$ cat src/rtl/inv_mixcolumns_seq.sv
// -----------------------------------------------------------------------------
// inv_mixcolumns_seq
//
// Column-serial AES InvMixColumns engine for the decryption datapath. One
// 128-bit state is accepted over a valid/ready handshake. COLS_PER_CYCLE
// columns are then transformed in place each clock, and the result is
// presented under valid/ready. In bypass mode the state is passed through
// unchanged, for the last decryption round where InvMixColumns is skipped.
//
// Byte layout: byte k = state[8k+7:8k]; column c = bytes 4c..4c+3;
//              row r of column c = byte 4c+r.
//
// Ports
//   clk        rising-edge clock
//   rst_n      asynchronous active-low reset
//   in_valid   istate / in_bypass are valid
//   in_ready   engine can accept a state (high only in IDLE)
//   istate     input state (128 bits)
//   in_bypass  pass the state unchanged; sampled together with istate
//   out_valid  ostate is valid (high only in DONE)
//   out_ready  consumer accepts ostate
//   ostate     result (128 bits, registered)
//   busy       high while columns are being transformed
// -----------------------------------------------------------------------------
module inv_mixcolumns_seq #(
  parameter int COLS_PER_CYCLE = 1
) (
  input  logic         clk,
  input  logic         rst_n,
  input  logic         in_valid,
  output logic         in_ready,
  input  logic [127:0] istate,
  input  logic         in_bypass,
  output logic         out_valid,
  input  logic         out_ready,
  output logic [127:0] ostate,
  output logic         busy
);

  // Only divisors of the column count keep the column counter aligned.
  if (!(COLS_PER_CYCLE == 1 || COLS_PER_CYCLE == 2 || COLS_PER_CYCLE == 4)) begin : g_bad_cols
    $error("inv_mixcolumns_seq: COLS_PER_CYCLE must be 1, 2 or 4");
  end

  localparam logic [1:0] S_IDLE = 2'd0;
  localparam logic [1:0] S_BUSY = 2'd1;
  localparam logic [1:0] S_DONE = 2'd2;

  // First column of the final BUSY cycle. With four columns per cycle the
  // step wraps to 0 in two bits, which is harmless: the counter is only ever
  // 0 in that configuration.
  localparam logic [1:0] LAST_COL = 2'(4 - COLS_PER_CYCLE);
  localparam logic [1:0] COL_STEP = 2'(COLS_PER_CYCLE);

  logic [1:0]   r_state;
  logic [127:0] r_data;
  logic [1:0]   r_col;
  logic         r_bypass;

  logic [1:0]   w_col_idx [COLS_PER_CYCLE];
  logic [31:0]  w_col_in  [COLS_PER_CYCLE];
  logic [31:0]  w_col_out [COLS_PER_CYCLE];
  logic [127:0] w_data_upd;

  // Multiply by x in GF(2^8) modulo x^8+x^4+x^3+x+1.
  function automatic logic [7:0] xtime(input logic [7:0] b);
    return {b[6:0], 1'b0} ^ (b[7] ? 8'h1b : 8'h00);
  endfunction

  // InvMixColumns of one column. The 09/0b/0d/0e multiples are built from
  // the x2/x4/x8 chain:
  //   09 = 8+1, 0b = 8+2+1, 0d = 8+4+1, 0e = 8+4+2
  function automatic logic [31:0] inv_col(input logic [31:0] col);
    logic [7:0] a   [4];
    logic [7:0] m9  [4];
    logic [7:0] mb  [4];
    logic [7:0] md  [4];
    logic [7:0] me  [4];
    logic [7:0] x2;
    logic [7:0] x4;
    logic [7:0] x8;
    logic [31:0] res;
    for (int r = 0; r < 4; r++) begin
      a[r]  = col[8*r +: 8];
      x2    = xtime(a[r]);
      x4    = xtime(x2);
      x8    = xtime(x4);
      m9[r] = x8 ^ a[r];
      mb[r] = x8 ^ x2 ^ a[r];
      md[r] = x8 ^ x4 ^ a[r];
      me[r] = x8 ^ x4 ^ x2;
    end
    for (int r = 0; r < 4; r++) begin
      res[8*r +: 8] = me[r] ^ mb[(r + 1) % 4] ^ md[(r + 2) % 4] ^ m9[(r + 3) % 4];
    end
    return res;
  endfunction

  // One InvMixColumns unit per column handled in a cycle; each unit is
  // steered to its column by the running counter.
  for (genvar gi = 0; gi < COLS_PER_CYCLE; gi++) begin : g_col
    assign w_col_idx[gi] = r_col + 2'(gi);
    assign w_col_in[gi]  = r_data[{w_col_idx[gi], 5'd0} +: 32];
    assign w_col_out[gi] = inv_col(w_col_in[gi]);
  end

  always_comb begin
    w_data_upd = r_data;
    for (int k = 0; k < COLS_PER_CYCLE; k++) begin
      w_data_upd[{w_col_idx[k], 5'd0} +: 32] = w_col_out[k];
    end
  end

  always_ff @(posedge clk or negedge rst_n) begin
    if (!rst_n) begin
      r_state  <= S_IDLE;
      r_data   <= '0;
      r_col    <= '0;
      r_bypass <= 1'b0;
    end else begin
      case (r_state)
        S_IDLE: begin
          if (in_valid) begin
            r_data   <= istate;
            r_bypass <= in_bypass;
            r_col    <= '0;
            r_state  <= in_bypass ? S_DONE : S_BUSY;
          end
        end
        S_BUSY: begin
          // A bypassed state never reaches BUSY; the guard keeps the data
          // untouched should the FSM ever be driven here with the flag set.
          if (!r_bypass) begin
            r_data <= w_data_upd;
          end
          if (r_col == LAST_COL) begin
            r_col   <= '0;
            r_state <= S_DONE;
          end else begin
            r_col <= r_col + COL_STEP;
          end
        end
        S_DONE: begin
          if (out_ready) begin
            r_state <= S_IDLE;
          end
        end
        default: r_state <= S_IDLE;
      endcase
    end
  end

  // All outputs are decoded from registers only.
  assign in_ready  = (r_state == S_IDLE);
  assign out_valid = (r_state == S_DONE);
  assign busy      = (r_state == S_BUSY);
  assign ostate    = r_data;

endmodule

$ cat config.mk
export PLATFORM = sky130hd
export DESIGN_NAME = inv_mixcolumns_seq
export DESIGN_NICKNAME = d
export VERILOG_FILES = /design/src/rtl/inv_mixcolumns_seq.sv
export SDC_FILE = /design/constraint.sdc
export NUM_CORES = 1
export LEC_CHECK = 0
export ABC_AREA = 0
export ABC_CLOCK_PERIOD_IN_PS = 3040
export CAP_MARGIN = 20
export CORE_MARGIN = 2
export CORE_UTILIZATION = 44
export DETAILED_ROUTE_END_ITERATION = 7
export GPL_ROUTABILITY_DRIVEN = 0
export GPL_TIMING_DRIVEN = 0
export PLACE_DENSITY = 0.77
export REMOVE_ABC_BUFFERS = 1
export SETUP_SLACK_MARGIN = 0.02
export SYNTH_ARGS = -nofsm -noshare
export SYNTH_HDL_FRONTEND = slang
export SYNTH_SLANG_ARGS = --single-unit
export TNS_END_PERCENT = 20
$ cat constraint.sdc
create_clock -name clk -period 3.04 [get_ports clk]
set_clock_uncertainty 0.2 [all_clocks]
set_input_delay 0.608 -clock clk [delete_from_list [all_inputs] [get_ports clk]]
set_output_delay 0.608 -clock clk [all_outputs]
set_load 0.02 [all_outputs]
# Yosys cells after proc, flatten, opt, wreduce, memory -nomap -nowiden
# Cells that the tools add are included.
# W data, S select, Z words.
totals:
  ff_bits: 133
  latch_bits: 0
  ram_bits: 0
  rom_bits: 0
  inputBits: 133
  out_inout_bits: 131
  word_cells: 94
  n_memories: 0
op_classes:
  n_addsub: 2
  multipliers: 0
  div_mod_pow: 0
  n_lt_le_gt_ge: 0
  n_eq_ne: 7
  shift: 3
  n_mux: 24
  bitwise_logic: 48
  n_reduce_logical: 6
op_table:
  columns: ["op", "count"]
  rows:
  - ["$xor A8 B8 Y8", 36]
  - ["$mux W128", 2]
  - ["$pmux W128 S2", 1]
  - ["$bwmux W128", 1]
  - ["$shift A32 B9 Y128 const A", 1]
  - ["$shiftx A128 B8 Y32", 1]
  - ["$shiftx A32 B9 Y128", 1]
  - ["$xor A8 B5 Y8", 12]
  - ["$mux W5", 12]
  - ["$mux W2", 6]
  - ["$neg A7 Y9", 1]
  - ["$pmux W2 S3", 1]
  - ["$reduce_and A3 Y1", 2]
  - ["$eq A2 B2 Y1 const B", 2]
  - ["$ne A2 B1 Y1 const B", 2]
  - ["$ne A2 B2 Y1 const B", 2]
  - ["$pmux W2 S2", 1]
  - ["$reduce_and A2 Y1", 2]
  - ["$add A2 B1 Y2 const B", 1]
  - ["$eq A2 B1 Y1 const B", 1]
  - ["$logic_not A2 Y1", 1]
  - ["$reduce_bool A2 Y1", 1]

# Depth between registers and ports, before layout
depth:
  word_depth: 16
  mapped_depth: 12
  ltp_nobuf: 7

# Worst setup path before layout
# Ideal clock, no wire load.
synth_timing:
  path_type: "reg2reg"
  from: "register r_col[0]"
  to: "register r_data[19] (netlist: ostate[19])"
  setup_time_ns: 0.137
  t_arrival_ns: 2.806
  required_time_ns: 2.703
  path_slack_ns: -0.103
  stages_incl_launch_ff: 11
  path_buffers: 3
  cell_sequence: "dfrtp_1 buf_6 buf_12 mux4_2 buf_6 xor2_4 xnor3_1 xnor2_1 xnor3_1 a22oi_1 a21oi_1"
synth_via:
  elab_chain_cells: 14
  word_cells_on_any_way: 67
synth_rtl:
  columns: ["item", "line", "text"]
  rows:
  - ["start, declared", "57", "logic [1:0] r_col;"]
  - ["start signal, assigned", "140", "r_col <= r_col + COL_STEP;"]
  - ["$shiftx A128 B8 Y32", "103", "assign w_col_in[gi] = r_data[{w_col_idx[gi], 5'd0} +: 32];"]
  - ["$xor A8 B5 Y8 or $mux W5 (tied branches) (2 in a row)", "67", "return {b[6:0], 1'b0} ^ (b[7] ? 8'h1b : 8'h00);"]
  - ["$mux W5 or $xor A8 B5 Y8 (tied branches)", "67", null]
  - ["$xor A8 B5 Y8", "67", null]
  - ["$xor A8 B8 Y8 (on tied branches)", "90, 91, 89", null]
  - ["$xor A8 B8 Y8 (on tied branches)", "91, 89", null]
  - ["$xor A8 B8 Y8 (3 in a row)", "94", "res[8*r +: 8] = me[r] ^ mb[(r + 1) % 4] ^ md[(r + 2) % 4] ^ m9[(r + 3) % 4];"]
  - ["$shiftx A32 B9 Y128", "110", "w_data_upd[{w_col_idx[k], 5'd0} +: 32] = w_col_out[k];"]
  - ["$bwmux W128 (*)", "110", null]
  - ["$mux W128 (*)", "133", "if (!r_bypass) begin"]
  - ["$pmux W128 S2 (*)", "121", "case (r_state)"]
  - ["end signal, assigned", "124", "r_data <= istate;"]
  - ["end signal, assigned", "134", "r_data <= w_data_upd;"]
  - ["end, declared", "56", "logic [127:0] r_data;"]
# Mark *: on every way between the ends. The rest lies on a longest branch, timed or not. The select of a mux whose other input is x is not followed.
# A chain may end at the register's enable or synchronous reset.

# Worst setup path in the final report
layout_timing:
  from: "register r_col[0]"
  to: "register r_data[44] (netlist: ostate[44])"
# The elaborated chain is that of the path after synthesis.

==> results.json <==
{
  "failed_checks": "negative setup slack",
  "r2r-start": "r_col[0]$_DFFE_PN0P_",
  "timing.final.hold_violations": 0,
  "cap_viol_max_count": 0,
  "timing.critical_path.mode_cell": "sky130_fd_sc_hd__xor2_2",
  "worstPathRequired_ns": 3.09,
  "first_global_vias": 8295,
  "post_synth_edffs": 0,
  "postSynth.topFlopCell": "sky130_fd_sc_hd__dfrtp_1",
  "crit_path_cell_trace": "buf_12 -> mux4_2 -> buf_4 -> xor2_2 -> xnor2_2 -> xnor3_1 -> xor2_2 -> a22oi_1 -> a21oi_1",
  "final.setup.worst_slack_ns": -0.376,
  "slew_at_the_pin_closest_to_its_max_slew_limit_ns": 1.07,
  "fin_crit_ns": 3.42,
  "htree_num_levels": 4,
  "routed-via-count": 8358,
  "clock_root_cell": "sky130_fd_sc_hd__clkbuf_16",
  "critPathMaxStageDelay_ns": 0.62,
  "post_synth_xor_area_fraction_pct": 25.5,
  "synthSimpleGateAreaFrac_pct": 7.53,
  "setup.worst_path.end_class": "flip-flop",
  "drt-pass1-iter-count": 5,
  "clock.fmax_ghz": 0.293,
  "synth_compound_area_share_pct": 17.5,
  "placeable_core_area_um2": 20300,
  "timing.max_slew.rel_slack_pct": 28.7,
  "remaining_drc_errors": 0,
  "critPathSlowestCell": "sky130_fd_sc_hd__mux4_2",
  "critPathLaunchType": "flip-flop",
  "floorplan.io_pins": 264,
  "postRouteWirelength_um": 33400,
  "crit_start": "r_col[0]$_DFFE_PN0P_",
  "wire_length_of_the_first_global_routing_pass_um": 47700,
  "numClockSinks": 133,
  "synthesis.area_per_instance_um2": 10.6,
  "num_antenna_cells": 0,
  "critical_path.top_delay_family": "XOR/XNOR gates",
  "drv_slew": 0,
  "remaining_global_route_overflow": 0,
  "hp-start": "r_bypass$_DFFE_PN0P_",
  "status": "complete, but fails checks",
  "clk_latency_ns": 0.42,
  "synth.area.mux_share_pct": 8.12,
  "crit_fanout": 11,
  "clock_tree.buffer_depth": 2,
  "die_h_um": 148,
  "yosys.cell_types.count": 36,
  "path_clk_slew_ns": 0.06,
  "grt_setup_unrepaired": "yes",
  "grt_use_total_pct": 28.9,
  "grt_use_met2_pct": 49.5,
  "critPathKind": "reg -> reg",
  "grt_start_max_net_pins": 78,
  "port-buffer-count": 263,
  "grt_util_met3_pct": 6.47,
  "tritoncts": "yes",
  "number_of_buffers_created_by_cts": 17,
  "die_width_um": 148,
  "wire_length_per_cell_after_detailed_routing_um": 23.0,
  "synth.ff_latch_count": 133,
  "synth_seq_area_share_pct": 36.4,
  "final_net_count": 1304,
  "avgViaCountPerCell": 5.76,
  "timing.final.crit_share_pct": 112,
  "synth_adder_area_share_pct": 0.547,
  "cp_num_buf_inv": 2,
  "initial_utilization_pct": 45.1,
  "async_set_or_reset_flop_fraction_in_the_synthesized_netlist_pct": 100,
  "die_ar_um2": 22000,
  "grt_antenna_before_repair": 0,
  "detail-route-antenna-nets": 0,
  "place.detailed.hpwl_um": 21500,
  "synth.yosys.warnings": 0,
  "drive_above_1_share_pct": 25.1,
  "most_utilized_layer_in_the_global_route_result": "met2",
  "synth.cell_area_um2": 9160,
  "cp_data_arrival_time_ns": 3.47,
  "met1_usage_pct": 36.5,
  "tightest_hold_check_type": "reg -> reg",
  "synthCells": 867,
  "placement_rows": 52,
  "synth_top_family_by_area": "XOR/XNOR gates",
  "finalInstanceArea_um2": 14300,
  "detail_route.iter0.violations": 557,
  "setup_violations": 114,
  "dpl-instance-area_um2": 12000,
  "areaGrowthSynthToFinish_pct": 56.7
}
-- cells in the mapped netlist, types with 7 or more instances --
cell type                  count  area [µm²]
sky130_fd_sc_hd__inv_1         8        30.0
sky130_fd_sc_hd__xor2_1       23         201
sky130_fd_sc_hd__buf_6         7        78.8
sky130_fd_sc_hd__a21oi_1     145         726
sky130_fd_sc_hd__xnor3_1      30         676
sky130_fd_sc_hd__a22oi_1     108         811
sky130_fd_sc_hd__mux4_2       32         721
sky130_fd_sc_hd__clkbuf_1     55         206
sky130_fd_sc_hd__dfrtp_1     133        3330
sky130_fd_sc_hd__nand2_1      10        37.5
sky130_fd_sc_hd__nand3_1       7        35.0
sky130_fd_sc_hd__xnor2_2      15         244
sky130_fd_sc_hd__nor2_1      147         552
sky130_fd_sc_hd__xnor2_1      92         806
-- flip-flops by register name, summed over array words and instances (netlist names) --
| name | flops |
|---|---|
| r_bypass | 1 |
| r_col | 2 |
| ostate | 128 |
| r_state | 2 |
-- logic make-up after synthesis --
| logic type | after synthesis |
|---|---|
| buf+inv | 83 |
| simple gates | 174 |
| xor+xnor | 178 |
| compound gates | 261 |
| flops | 133 |
| fa+ha+maj | 4 |
| mux | 34 |
-- cells in the final DEF, fill, tap and decap left out, types with 4 or more instances in the layout --
cell type and count:
sky130_fd_sc_hd__a21oi_1 138, sky130_fd_sc_hd__a21oi_4 4, sky130_fd_sc_hd__a22oi_1 94, sky130_fd_sc_hd__a22oi_2 14
sky130_fd_sc_hd__buf_12 10, sky130_fd_sc_hd__buf_16 4, sky130_fd_sc_hd__buf_4 61, sky130_fd_sc_hd__buf_6 14
sky130_fd_sc_hd__clkbuf_16 18, sky130_fd_sc_hd__clkdlybuf4s50_1 261, sky130_fd_sc_hd__dfrtp_1 130, sky130_fd_sc_hd__inv_1 7
sky130_fd_sc_hd__mux4_2 32, sky130_fd_sc_hd__nand2_1 10, sky130_fd_sc_hd__nand3_1 7, sky130_fd_sc_hd__nor2_1 147
sky130_fd_sc_hd__o221ai_1 4, sky130_fd_sc_hd__xnor2_1 43, sky130_fd_sc_hd__xnor2_2 39, sky130_fd_sc_hd__xnor2_4 29
sky130_fd_sc_hd__xnor3_1 13, sky130_fd_sc_hd__xnor3_2 21, sky130_fd_sc_hd__xor2_1 13, sky130_fd_sc_hd__xor2_2 7
sky130_fd_sc_hd__xor2_4 9
-- per-stage QoR --
stage	setup TNS [ns]	instances	utilization [%]	setup slack (ns)	hold slack (ns)
2_1_floorplan	-228.93	792	-	-1.95	0.112
5_1_grt	-28.99	1450	70.7	-0.442	0.342
6_report	-17.79	1450	70.7	-0.376	0.324
3_5_place_dp	-103.62	1334	59.2	-1.22	0.314
4_1_cts	-14.48	1414	67.2	-0.266	0.328
3_3_place_gp	-1086.54	1325	57.9	-4.40	0.301
-- layout make-up --
class / count / area (µm²)
multi-input cells: 652 / 6420
fillers: 1434 / 5950
repair buffers: 355 / 3600
flip-flops and latches: 133 / 3340
clock buffers: 21 / 470
well taps: 270 / 338
clock inverters: 11 / 149
inverters: 8 / 30.0
-- repair_timing --
item / in CTS / in global routing
hold buffers: 1 / 0
endpoints found under the setup margin: 129 / 128
buffers inserted: 45 / 35
pin swaps: 54 / 53
hold endpoints to repair: 4 / 0
resized for setup: 94 / 61
gates cloned: 2 / 1
-- final timing paths --
kind                                          endpoint  slack, ns  cells after the start
worst max-delay path            ostate[44]$_DFFE_PN0P_      -0.38                      9
worst max register to register  ostate[44]$_DFFE_PN0P_      -0.38                      9
min in group asynchronous       ostate[53]$_DFFE_PN0P_       0.55                      2
worst min register to register    r_bypass$_DFFE_PN0P_       0.32                      1
max in group asynchronous         r_col[0]$_DFFE_PN0P_       1.28                      3
worst min-delay path              r_bypass$_DFFE_PN0P_       0.32                      1
-- routing by layer --
metal  vias to the layer above  part of all wire, %
li1                       3693                    -
met4                         0                  2.4
met2                       440                   51
met1                      4161                   38
met3                        64                  7.8
met5                         -                    0
Power is left out: the tool's default activity adds up to more than one toggle a clock period on the data nets, which glitch-free logic cannot reach.
